===== src/rtl/irq_pkg.sv =====
// Shared widths, vector type and one-hot helper for the interrupt request stage.
// Latency: n/a (declarations only). Backpressure: n/a.
package irq_pkg;

  localparam int IRQ_N    = 8;
  localparam int IRQ_IDXW = 3;

  typedef logic [IRQ_N-1:0] irq_vec_t;

  // Binary index of a one-hot vector; an all-zero vector maps to 0.
  function automatic logic [IRQ_IDXW-1:0] onehot_to_idx(irq_vec_t oh);
    logic [IRQ_IDXW-1:0] idx;
    idx = '0;
    for (int i = 0; i < IRQ_N; i++) begin
      if (oh[i]) idx = idx | IRQ_IDXW'(i);
    end
    return idx;
  endfunction

endpackage


===== src/rtl/irq_pending_grant_if.sv =====
// Request/mask inputs and registered grant port of the interrupt request stage.
// Latency: n/a (wiring only). Backpressure: grant_valid/grant_ready handshake.
interface irq_pending_grant_if
  import irq_pkg::*;
#(
  parameter int N    = IRQ_N,
  parameter int IDXW = IRQ_IDXW
);

  logic [N-1:0]    req;
  logic [N-1:0]    mask;
  logic            grant_valid;
  logic            grant_ready;
  logic [N-1:0]    grant_onehot;
  logic [IDXW-1:0] grant_idx;
  logic [N-1:0]    pending;
  logic            overflow;

  modport master (
    output req, mask, grant_ready,
    input  grant_valid, grant_onehot, grant_idx, pending, overflow
  );

  modport slave (
    input  req, mask, grant_ready,
    output grant_valid, grant_onehot, grant_idx, pending, overflow
  );

endinterface


===== src/rtl/prio_pick_onehot.sv =====
// Combinational MSB-first one-hot pick; all-zero input gives all-zero output.
// Latency: 0 cycles. Backpressure: none.
module prio_pick_onehot #(
  parameter int N = 8
) (
  input  logic [N-1:0] in_vec,
  output logic [N-1:0] out_oh
);

  logic found;

  always_comb begin
    out_oh = '0;
    found  = 1'b0;
    for (int i = N - 1; i >= 0; i--) begin
      if (in_vec[i] && !found) begin
        out_oh[i] = 1'b1;
        found     = 1'b1;
      end
    end
  end

endmodule


===== src/rtl/irq_pending_grant.sv =====
// Captures request rising edges into pending and offers the highest unmasked one as a grant.
// Latency: req rise -> pending 1 cycle -> grant_valid 2 cycles. Backpressure: grant held stable while valid & ~ready.
module irq_pending_grant
  import irq_pkg::*;
#(
  parameter int N    = IRQ_N,
  parameter int IDXW = IRQ_IDXW
) (
  input logic          clk,
  input logic          reset,
  irq_pending_grant_if.slave bus
);

  logic [N-1:0]    req_q;
  logic [N-1:0]    pending_q;
  logic            overflow_q;
  logic            gnt_vld_q;
  logic [N-1:0]    gnt_oh_q;
  logic [IDXW-1:0] gnt_idx_q;

  logic [N-1:0]    rise;
  logic            acc;
  logic [N-1:0]    clr;
  logic [N-1:0]    elig;
  logic [N-1:0]    cand;
  logic            gnt_load;

  assign rise     = bus.req & ~req_q;
  assign acc      = gnt_vld_q & bus.grant_ready;
  assign clr      = acc ? gnt_oh_q : '0;
  // The line being accepted this edge must not be offered again on the same edge.
  assign elig     = pending_q & ~bus.mask & ~clr;
  assign gnt_load = !gnt_vld_q || bus.grant_ready;

  prio_pick_onehot #(.N(N)) u_pick (
    .in_vec (elig),
    .out_oh (cand)
  );

  always_ff @(posedge clk or posedge reset) begin
    if (reset) begin
      req_q      <= '0;
      pending_q  <= '0;
      overflow_q <= 1'b0;
      gnt_vld_q  <= 1'b0;
      gnt_oh_q   <= '0;
      gnt_idx_q  <= '0;
    end else begin
      req_q      <= bus.req;
      // Set wins over clear so a rise on the accepting edge is never lost.
      pending_q  <= (pending_q & ~clr) | rise;
      overflow_q <= |(rise & pending_q & ~clr);
      if (gnt_load) begin
        gnt_vld_q <= |cand;
        gnt_oh_q  <= cand;
        gnt_idx_q <= onehot_to_idx(cand);
      end
    end
  end

  assign bus.grant_valid  = gnt_vld_q;
  assign bus.grant_onehot = gnt_oh_q;
  assign bus.grant_idx    = gnt_idx_q;
  assign bus.pending      = pending_q;
  assign bus.overflow     = overflow_q;

endmodule


===== src/flat_wrapper.sv =====
// flat-port wrapper written by rule: the top's interface ports become plain ports
module irq_pending_grant_flat import irq_pkg::*;
#(
  parameter int N    = IRQ_N,
  parameter int IDXW = IRQ_IDXW
)
  (clk, reset, bus_req, bus_mask, bus_grant_ready, bus_grant_valid, bus_grant_onehot, bus_grant_idx, bus_pending, bus_overflow);
  irq_pending_grant_if #(.N(N), .IDXW(IDXW)) bus_i ();
  input logic clk;
  input logic reset;
  input wire logic [$bits(bus_i.req)-1:0] bus_req;
  input wire logic [$bits(bus_i.mask)-1:0] bus_mask;
  input wire logic [$bits(bus_i.grant_ready)-1:0] bus_grant_ready;
  output wire logic [$bits(bus_i.grant_valid)-1:0] bus_grant_valid;
  output wire logic [$bits(bus_i.grant_onehot)-1:0] bus_grant_onehot;
  output wire logic [$bits(bus_i.grant_idx)-1:0] bus_grant_idx;
  output wire logic [$bits(bus_i.pending)-1:0] bus_pending;
  output wire logic [$bits(bus_i.overflow)-1:0] bus_overflow;
  assign bus_i.req = bus_req;
  assign bus_i.mask = bus_mask;
  assign bus_i.grant_ready = bus_grant_ready;
  assign bus_grant_valid = bus_i.grant_valid;
  assign bus_grant_onehot = bus_i.grant_onehot;
  assign bus_grant_idx = bus_i.grant_idx;
  assign bus_pending = bus_i.pending;
  assign bus_overflow = bus_i.overflow;
  irq_pending_grant #(.N(N), .IDXW(IDXW)) u_core (.clk(clk), .reset(reset), .bus(bus_i));
endmodule

===== config.mk =====
export PLATFORM = sky130hd
export DESIGN_NAME = irq_pending_grant_flat
export DESIGN_NICKNAME = d
export VERILOG_FILES = /design/src/rtl/irq_pkg.sv /design/src/rtl/irq_pending_grant_if.sv /design/src/rtl/prio_pick_onehot.sv /design/src/rtl/irq_pending_grant.sv /design/src/flat_wrapper.sv
export SDC_FILE = /design/constraint.sdc
export NUM_CORES = 1
export LEC_CHECK = 0
export CORE_ASPECT_RATIO = 1.1
export CORE_UTILIZATION = 34
export CTS_BUF_LIST = sky130_fd_sc_hd__clkbuf_4
export DETAILED_ROUTE_END_ITERATION = 16
export SLEW_MARGIN = 20
export SYNTH_ARGS = -nofsm -noshare
export SYNTH_HDL_FRONTEND = slang
export SYNTH_SLANG_ARGS = --single-unit

===== constraint.sdc =====
create_clock -name clk -period 2.4 [get_ports clk]
set_input_delay 0.24 -clock clk [delete_from_list [all_inputs] [get_ports clk]]
set_output_delay 0.24 -clock clk [all_outputs]
set_load 0.05 [all_outputs]

## Word-level counts from Yosys, hierarchy flattened

Cells that the tools add are included.

- Reductions and logical operators: 18
- Bitwise gates (word level): 11
- Muxes and demuxes: 22

Operators with widths:

| operator | number |
|---|---|
| AND 8 bit | 6 |
| inverter 8 bit | 3 |
| OR reduction 8 bit | 2 |
| 2-to-1 mux 1 bit | 15 |
| 2-to-1 mux 3 bit | 4 |
| zero test 1 bit | 8 |
| 2-to-1 mux 8 bit | 1 |
| OR 8 bit | 1 |
| logical AND 1 bit | 7 |
| 2-to-1 mux 2 bit | 2 |
| AND 1 bit | 1 |
| logical OR 1 bit | 1 |

- Output and inout bits: 21
- Input port bits: 19
- Logic and storage cells: 57
- Bits in registers: 29

## Logic depth before layout (Yosys ltp)

- Depth in word-level cells: 30
- Gate-level depth with buffers: 5

## By module

A second synthesis with hierarchy kept.

- Cells, all modules: 110
- Area total of the unflattened synthesis: 1216.2 um^2

By module, submodules not included:

| module | cells an instance | seq. area each (um^2) | instances | area an instance (um^2) |
|---|---|---|---|---|
| irq_pending_grant | 99 | 725.7 | 1 | 1132.3 |
| prio_pick_onehot | 11 | 0.0 | 1 | 83.8 |

## Least setup slack after synthesis

Ideal clock, no wire load.

- Path type: reg-to-reg
- Start: reg u_core.gnt_vld_q, in the netlist u_core.bus.grant_valid
- End: reg u_core.gnt_vld_q, in the netlist u_core.bus.grant_valid
- Setup slack: 0.582 ns
- Path buffers: 1
- Stages on the path, launching flop included: 6
- Data required time: 2.269 ns
- Library setup time: 0.131 ns
- Clock period less this slack: 1.818 ns
- Arrival time: 1.687 ns
- Cells stage by stage: dfrtp_1 -> buf_6 -> nand3_2 -> a32oi_2 -> nand4b_1 -> or3_1

- Cells in the longest elaborated chain, start to end: 27
- Elaborated cells between the ends (all ways): 35

RTL lines:

| item | line | RTL |
|---|---|---|
| start, declared | irq_pending_grant.sv:17 | `logic gnt_vld_q;` |
| start signal, assigned | irq_pending_grant.sv:54 | `gnt_vld_q <= \|cand;` |
| AND 1 bit | irq_pending_grant.sv:29 | `assign acc = gnt_vld_q & bus.grant_ready;` |
| 2-to-1 mux 8 bit | irq_pending_grant.sv:30 | `assign clr = acc ? gnt_oh_q : '0;` |
| inverter 8 bit | irq_pending_grant.sv:32 | `assign elig = pending_q & ~bus.mask & ~clr;` |
| AND 8 bit | irq_pending_grant.sv:32 |  |
| 2-to-1 mux 1 bit | prio_pick_onehot.sv:16 | `if (in_vec[i] && !found) begin` |
| zero test 1 bit | prio_pick_onehot.sv:16 |  |
| logical AND 1 bit | prio_pick_onehot.sv:16 |  |
| 2-to-1 mux 1 bit | prio_pick_onehot.sv:16 |  |
| [11 not listed] | n/a |  |
| 2-to-1 mux 1 bit | prio_pick_onehot.sv:16 |  |
| zero test 1 bit | prio_pick_onehot.sv:16 |  |
| logical AND 1 bit | prio_pick_onehot.sv:16 |  |
| 2-to-1 mux 1 bit | prio_pick_onehot.sv:16 |  |
| zero test 1 bit | prio_pick_onehot.sv:16 |  |
| logical AND 1 bit | prio_pick_onehot.sv:16 |  |
| 2-to-1 mux 1 bit | prio_pick_onehot.sv:16 |  |
| OR reduction 8 bit | irq_pending_grant.sv:54 |  |

Parallel ways exist; a longest one is shown, timed or not.
A chain may end at the register's enable or synchronous reset.

## Final worst setup path

- Start: reg u_core.gnt_vld_q, in the netlist u_core.bus.grant_valid
- End: out bus_grant_valid

RTL lines:

| item | line | RTL |
|---|---|---|
| end, declared | flat_wrapper.sv:14 | `output wire logic [$bits(bus_i.grant_valid)-1:0] bus_grant_valid;` |

No word-level cell between the ends.

==> impl_metrics.yaml <==
timing:
  setup_tns_ns: 0
  hold_viol: 0
  fmax_ghz: 0.488
  period_needed_ns: 2.05
  slew_viol_final: 0
  worst_pin_slew_ns: 0.506
  skew_ns: 0.0151
  finalSetupViolations: 0
  finalCritPeriodShare: 0.853
  slew_headroom: 0.662
  rsz0062_at_grt: "false"
worst_setup_path:
  path_cells: "clkdlybuf4s50_1"
  crit_path_start_kind: "flop"
  cp.required_ns: 2.16
  arrival_ns: 1.81
  end_kind: "output port"
  crit_path_top_delay_cell: "clkdlybuf4s50_1"
  crit_path_max_fanout: 11
  path_delay_family: "buffers and inverters"
  cpPeakStageDelay_ns: 0.88
  path_buf_inv: 1
  crit_type: "reg -> out"
detailed_routing:
  drt_iter0_markers: 25
  vias: 1063
  routed_wl_um: 2790
  wire_per_inst_um: 13.0
  drtPass1Iterations: 4
  vias_per_cell: 4.94
  ant_nets: 0
  drcViolationCount: 0
global_routing:
  grt_max_degree: 30
  grt_pass1_vias: 1053
  grt_pass1_wl_um: 4740
  antenna_found_initial: 0
  gr-usage-all-layers: 0.161
  grt-ovfl-total: 0
clock_tree:
  htreeDepth: 2
  cts.repair.resized: 0
  clkSinkCount: 29
  clock_path_buffers: 2
  cts_inserted_buffers: 5
  clkLatencyLatePin_ns: 0.32
  cts.clk_slew.worst_paths_ns: 0.09
  cts_setup_buffers: 0
  ctsHoldBuffers: 0
  clockRootBuffer: "clkbuf_4"
  cts_tree: "built"
finish:
  areaGrowthSynthToFinish_pct: 36.6
  fin_nets: 184
  drive_gt1_frac: 0.0970
  utilization: 0.489
  fillers: 352
  diodes: 0
floorplan:
  die-height_um: 67.1
  core_um2: 3650
  io_pins: 40
  fp-row-count: 23
  start_util: 0.358
  die_area_um2: 4100
  dieWidth_um: 61.2
logic_synthesis:
  yosys_warnings: 0
  syn-cell-area_um2: 1310
  ys_ff_latch: 29
  synth_cells: 122
  synth_area_leader_cell: "dfrtp_1"
  synth-edff-count: 0
  yosysUniqueCellTypes: 34
  synth_area_leaders: "dfrtp_1, nand2_1, nand4b_1"
  yosysSeqAreaShare: 0.554
  ys.flop_type: "dfrtp_1"
  postSynthAreaPerCell_um2: 10.7
  syn_nets: 141
  synth-async-reset-ratio: 1.00
  synth_top_area_share: 0.554
power:
  peakVddDrop_mv: 0.426
  p_leak_nw: 0.752
  powerDensity_nw_per_um2: 743
placed_design:
  place_hpwl_um: 2180
  port_buffers: 39
  gp_congestion: 0.862
min_path:
  hold_path.class: "in -> async"
flow_run:
  drv_cap: 0
run_status:
  status: "complete, no violations"
## cell families after synthesis
| family | count (synthesis) | synth area share |
|---|---|---|
| AND/OR/NAND/NOR | 55 | 0.248 |
| flip-flops | 29 | 0.554 |
| multiplexers | 2 | 0.0172 |
| AO/OA/AOI/OAI | 23 | 0.132 |
| buffers and inverters | 13 | 0.0488 |
## flip-flops by register name, indices dropped and copies added, names as in the netlist
| signal | cells |
|---|---|
| u_core.bus.overflow | 1 |
| u_core.req_q | 8 |
| u_core.bus.grant_idx | 3 |
| u_core.bus.grant_valid | 1 |
| u_core.bus.pending | 8 |
| u_core.bus.grant_onehot | 8 |
## power by group
part           leakage (nW)  switching, mW  internal, mW
clock                0.0292          0.152         0.117
sequential            0.328         0.0442         0.544
combinational         0.395          0.298         0.174
## stage by stage
stage / setup WS [ns] / instance area [um^2] / hold slack, ns / instances / power (mW)
after CTS: 0.341 / 1790 / 0.289 / 215 / 1.35
final: 0.352 / 1790 / 0.292 / 215 / 1.33
after global routing: 0.286 / 1790 / 0.311 / 215 / 1.41
after detailed placement: 0.297 / 1740 / 0.438 / 208 / 1.07
after global placement: 0.301 / 1740 / 0.428 / 208 / 1.07
after floorplan: 0.582 / 1310 / 0.271 / 122 / 0.901
## layout by cell type (no fill, tap or decap), drive strengths merged, types with 2 or more instances in the layout
| cell type | netlist | layout |
|---|---|---|
| clkdlybuf4s50 | 0 | 39 |
| dfrtp | 29 | 29 |
| nand2 | 19 | 19 |
| inv | 9 | 9 |
| nand3 | 8 | 8 |
| o21ai | 7 | 7 |
| clkbuf | 2 | 6 |
| nand2b | 5 | 5 |
| o31ai | 5 | 5 |
| nand4b | 5 | 5 |
| nor2b | 3 | 3 |
| nand4 | 3 | 3 |
| nor2 | 3 | 3 |
| o211ai | 2 | 2 |
| nor3 | 2 | 2 |
| a32oi | 2 | 2 |
| mux2 | 2 | 2 |
## routing by layer
metal | track usage | vias to the layer above | share of wire
met3 | 0.0563 | 5 | 0.051
met1 | 0.193 | 506 | 0.45
met4 | 0.0767 | 0 | 0.020
li1 | - | 525 | -
met5 | 0 | - | 0
met2 | 0.254 | 27 | 0.48
## layout make-up
class,instances,area [um^2],area share
inverters,9,33.8,0.0189
multi-input cells,80,519,0.290
flip-flops and latches,29,726,0.406
clock inverters,1,3.75,0.00210
clock buffers,6,45.0,0.0252
well taps,50,62.6,0.0350
repair buffers,40,398,0.223
## cells in the mapped netlist (2+ instances only)
library cell and instances:
o211ai_1 2, nor2b_1 3, o21ai_0 7, nor3_1 2
nand2_1 19, o31ai_1 5, inv_1 9, nand3_2 3
nor2_1 3, dfrtp_1 29, buf_6 2, nand4b_1 5
nand2b_1 5, nand3_1 5, clkbuf_1 2, nand4_1 3
## path summary, 6_finish.rpt
kind | startpoint | end | slack (ns) | cells past startpoint
setup / recovery | u_core.bus.grant_valid$_DFFE_PP0P_ | bus_grant_valid | 0.35 | 1
hold / removal | reset | u_core.bus.overflow$_DFF_PP0_ | 0.29 | 3
setup reg to reg | u_core.bus.grant_valid$_DFFE_PP0P_ | u_core.bus.grant_valid$_DFFE_PP0P_ | 0.69 | 4
hold reg to reg | u_core.req_q[1]$_DFF_PP0_ | u_core.bus.pending[1]$_DFF_PP0_ | 0.44 | 1
max in group asynchronous | reset | u_core.bus.pending[1]$_DFF_PP0_ | 1.83 | 3
min in group clk | bus_req[0] | u_core.req_q[0]$_DFF_PP0_ | 0.38 | 1
No activity file was read; power rests on OpenSTA's default activity.
